### src/rtl/led_blink_ctrl.sv
// Free-running LED blinker: divides the board clock into a half-period tick
// and inverts all LED outputs together on every tick.
module led_blink_ctrl #(
  parameter int CLOCK_XTAL = 27_000_000,
  parameter int LED_NUM    = 6
) (
  input  logic               clk,
  input  logic               rst_n,
  output logic [LED_NUM-1:0] leds
);

  localparam int HALF  = CLOCK_XTAL / 2;
  localparam int CNT_W = $clog2(HALF);
  localparam logic [CNT_W-1:0] LAST = CNT_W'(HALF - 1);

  generate
    if (CLOCK_XTAL < 4) begin : g_bad_xtal
      $error("led_blink_ctrl: CLOCK_XTAL must be at least 4");
    end
  endgenerate

  logic [CNT_W-1:0]   reg_1s_cnt;
  logic               reg_cnt_1s_flg;
  logic [LED_NUM-1:0] reg_led_val;

  // The flag is raised on the same edge the counter wraps, so it is one cycle wide.
  always_ff @(posedge clk or negedge rst_n) begin
    if (!rst_n) begin
      reg_1s_cnt     <= '0;
      reg_cnt_1s_flg <= 1'b0;
    end else if (reg_1s_cnt == LAST) begin
      reg_1s_cnt     <= '0;
      reg_cnt_1s_flg <= 1'b1;
    end else begin
      reg_1s_cnt     <= reg_1s_cnt + 1'b1;
      reg_cnt_1s_flg <= 1'b0;
    end
  end

  always_ff @(posedge clk or negedge rst_n) begin
    if (!rst_n) begin
      reg_led_val <= '0;
    end else if (reg_cnt_1s_flg) begin
      reg_led_val <= ~reg_led_val;
    end
  end

  assign leds = reg_led_val;

endmodule

### config.mk
export PLATFORM = sky130hd
export DESIGN_NAME = led_blink_ctrl
export DESIGN_NICKNAME = d
export VERILOG_FILES = /design/src/rtl/led_blink_ctrl.sv
export SDC_FILE = /design/constraint.sdc
export NUM_CORES = 1
export LEC_CHECK = 0
export BUFFER_PORTS_ARGS = -buffer_cell sky130_fd_sc_hd__buf_2
export CAP_MARGIN = 20
export CORE_ASPECT_RATIO = 1.4
export CORE_MARGIN = 2
export CORE_UTILIZATION = 24
export CTS_CLUSTER_SIZE = 28
export DETAILED_ROUTE_END_ITERATION = 10
export SYNTH_ARGS = -nofsm -noshare
export SYNTH_HDL_FRONTEND = slang
export SYNTH_SLANG_ARGS = --single-unit
### constraint.sdc
create_clock -name clk -period 3.5 [get_ports clk]
set_clock_uncertainty 0.1 [all_clocks]
set_input_delay 0.35 -clock clk [delete_from_list [all_inputs] [get_ports clk]]
set_output_delay 0.35 -clock clk [all_outputs]
set_load 0.03 [all_outputs]
# After elaboration in Yosys (flattened, before gate mapping)
# Index checks and enable logic that the tools add are counted.
# Widths: inputs -> output; s select.
# totals
ff_bits	31
inputBits	2
wordCells	8
# op_classes
add_sub_neg	1
n_eq_ne	1
muxes	2
bitwise_logic	1
# op_table
cell	count
$add 24x1->24 const B	1
$eq 24x24->1 const B	1
$mux 24	1
$not 6->6	1
$mux 1	1

# Longest topological paths before layout
# logic_depth
ltp_word	2
mapped_depth	7

# Worst setup path after synthesis
# Ideal clock, no wire load.
# synth_path
path_kind	flip-flop to flip-flop
start	reg reg_1s_cnt[0]
end	reg reg_1s_cnt[10]
setup_time_ps	121
arrival_ps	1726
path_slack_ps	1553
stages_incl_launch_ff	8
path_buffers	2
period_less_slack_ps	1947
path_cell_list	dfrtp_1 ha_1 and4_1 clkbuf_1 nand4_1 nor4_2 buf_2 nor2_1
# synth_via
elab_chain_len	2
# synth_lines
item	line	source
start, declared	22	logic [CNT_W-1:0] reg_1s_cnt;
start signal, assigned	35	reg_1s_cnt <= reg_1s_cnt + 1'b1;
$add 24x1->24 / $eq 24x24->1 (equally long branches)	35, 31	
$mux 24 *	31	end else if (reg_1s_cnt == LAST) begin
# Mark *: on every way between the ends. The rest lies on a longest branch, timed or not.
# A chain may end at the register's enable or synchronous reset.

# Worst setup path in the final report
# layout_path
start	reg reg_1s_cnt[5]
end	reg reg_1s_cnt[23]
# Same word-level chain as after synthesis.

==> impl_metrics.env <==
export IMPL_ys_warn_count=0
export IMPL_via_per_inst=4.73
export IMPL_power_leakage_nw=0.745
export IMPL_maxSlewViolCount=0
export IMPL_antenna_found_initial=0
export IMPL_min_period_ps=2030
export IMPL_ioPinCount=8
export IMPL_finalInstanceArea_mm2=0.00167
export IMPL_n_antenna_cell=0
export IMPL_final_util_pct=28.5
export IMPL_ys_seq_area_share_pct=53.3
export IMPL_clkSlewWorstSetupHoldPaths_ps=80
export IMPL_mappedNetlistNets=137
export IMPL_cp_slowest_stage_delay_ps=550
export IMPL_grt_start_max_net_pins=32
export IMPL_r2r_setup_slack_ps=1470
export IMPL_hold_class="input pin to asynchronous set/reset pin"
export IMPL_r2r_start="reg_1s_cnt[5]"
export IMPL_yosysTopAreaCellShare_pct=53.3
export IMPL_area_delta_synth_final_pct=14.9
export IMPL_cts_sinks=31
export IMPL_critPathRequiredTime_ps=3610
export IMPL_busiest_layer="met2"
export IMPL_worst_path_buf_inv=0
export IMPL_nNetsFinal=146
export IMPL_period_share_pct=58.1
export IMPL_port_buffers=7
export IMPL_yosys_most_used_dff="dfrtp_1"
export IMPL_hold_viol_final=15
export IMPL_groute_usage_overall_pct=9.71
export IMPL_r2r_cells=4
export IMPL_ys_ff_latch=31
export IMPL_layout_drive_gt1_share_pct=13.9
export IMPL_start_kind="flip-flop"
export IMPL_path_cells="nand4_2, or3_1, or4_1, a21oi_1"
export IMPL_synth_area_top_cells="dfrtp_1 53%, xor2_1 9.0%, xnor2_1 4.2%"
export IMPL_dp_cells=206
export IMPL_synth_cells=134
export IMPL_cp_end_kind="flip-flop"
export IMPL_pre_cts_slack_ps=1490
export IMPL_max_cap_violations=0
export IMPL_rsz0062_at_grt="no"
export IMPL_ys_top_cells_by_count="31 x dfrtp_1, 15 x xor2_1, 13 x nor2_1"
export IMPL_yosysMostFrequentCell="dfrtp_1"
export IMPL_place_hpwl_mm=1.92
export IMPL_die_height_um=96.2
export IMPL_clockRootBuffer="clkbuf_8"
export IMPL_grt_overflow=0
export IMPL_vias=1012
export IMPL_outcome="complete, but fails checks"
export IMPL_layout_setup_ws_ps=1470
export IMPL_fin_setup_tns_ps=0
export IMPL_first_iter_violations=86
export IMPL_grtUsageMet1_pct=9.91
export IMPL_cpLargestDelayFamily="simple AND/OR/NAND/NOR gates"
export IMPL_power_density_mw_per_mm2=431
export IMPL_finalPower_uw=720
export IMPL_netlist_area_mm2=0.00146
export IMPL_cts_resized=0
export IMPL_vdd_drop_max_uv=132
export IMPL_routabilityCongestion=0.721
export IMPL_cts_tree="built"
export IMPL_grt_util_met3_pct=3.46
export IMPL_postPlaceCellArea_mm2=0.00156
export IMPL_post_cts_buffers=0
export IMPL_drt_wl_total_mm=2.76
export IMPL_ant_nets=0
export IMPL_synth_edf_count=0
export IMPL_cts_hold_fix_buffers=0
export IMPL_drc=0
export IMPL_drt_first_pass_iters=4
export IMPL_floorplan_initialDensity_pct=24.8
export IMPL_synth_area_per_cell_um2=10.9
export IMPL_core_area_mm2=0.00586
export IMPL_crit_type="flip-flop to flip-flop"
export IMPL_crit_arrival_ps=2140
export IMPL_async_flop_share_pct=100
export IMPL_grt_first_pass_wirelength_mm=4.95
export IMPL_ys_types=29
export IMPL_yosys_area_top_type="dfrtp_1"
export IMPL_insertion_delay_ps=290
export IMPL_fillers=636
export IMPL_die_area_mm2=0.00672
export IMPL_slew_headroom_pct=54.6
export IMPL_cts_max_level=2
export IMPL_crit_slowest_cell="or3_1"
export IMPL_die_w_um=69.8
export IMPL_clock_path_buffers=2
export IMPL_r2r_end="reg_1s_cnt[23]"
export IMPL_holdWs_ps=-6.16
export IMPL_grt_pass1_vias=1033
export IMPL_fmax_ghz=0.492
export IMPL_stdcell_count=214
export IMPL_cts_buffers=5
export IMPL_cp_depth=4
export IMPL_met2_usage_pct=16.7
export IMPL_rows=33
export IMPL_worst_slew_pin_slew_ps=681
export IMPL_wl_per_cell_um=12.9
export IMPL_crit_fanout=9
export IMPL_violations="hold timing"
export IMPL_setup_violations=0
## cell type report
class	count	area (um^2)	share of cell area, %
Inverter	1	3.75	0.224
Clock buffer	5	68.8	4.11
Sequential cell	31	776	46.4
Tap cell	70	87.6	5.24
Clock inverter	3	43.8	2.62
Timing Repair Buffer	8	42.5	2.54
Multi-Input combinational cell	96	651	38.9
## worst max-delay path by stage
stage | end | start
final | reg_1s_cnt[23] | reg_1s_cnt[5]
after global routing | reg_1s_cnt[23] | reg_1s_cnt[5]
after CTS | reg_1s_cnt[23] | reg_1s_cnt[5]
after floorplan | reg_1s_cnt[10] | reg_1s_cnt[0]
after detailed placement | reg_1s_cnt[19] | reg_1s_cnt[5]
after global placement | reg_1s_cnt[23] | reg_1s_cnt[5]
## power by group
part / internal (mW) / total (mW) / leakage [nW] / switching, mW
sequential: 0.358 / 0.358 / 0.419 / 0
clock: 0.212 / 0.355 / 0.0581 / 0.143
combinational: 0.000401 / 0.00703 / 0.268 / 0.00662
## flip-flops by register name (all words and copies together) (netlist names)
name            flops
reg_1s_cnt         24
reg_cnt_1s_flg      1
leds                6
## layer usage
layer	wire (um)	vias to the layer above
li1	-	499
met1	1140	483
met2	1380	18
met3	115	12
met4	116	0
met5	0	-
## worst reg2reg max path: stages (launching register included)
cell and delay, ps:
dfrtp_1 490, nand4_2 230, or3_1 550, or4_1 450, a21oi_1 150
## placed cells by master, fill, tap and decap left out, types with 2 or more instances in the layout
master,synthesis,routed
nor2_1,13,13
nand4_1,8,8
buf_2,3,7
or4_1,2,2
nor3_1,4,4
nand3_1,7,7
xnor2_1,7,7
mux2i_1,2,2
dfrtp_1,31,31
or3_1,3,3
nor4_2,2,2
a21oi_1,4,4
xor2_1,15,15
and3_1,2,2
and4_1,5,5
clkbuf_8,0,5
nor4_1,3,3
nor4bb_1,2,2
o31ai_1,2,2
nand2_1,7,7
## logic make-up after synthesis
| kind of cell | synth area share, % |
|---|---|
| muxes | 1.37 |
| AOI/OAI and AO/OA | 3.95 |
| xor gates and xnor gates | 13.2 |
| DFF | 53.3 |
| adders and majority gates | 0.859 |
| buffers and inverters | 2.06 |
| and+or+nand+nor | 25.3 |
Power figures use the tool's default switching activity.
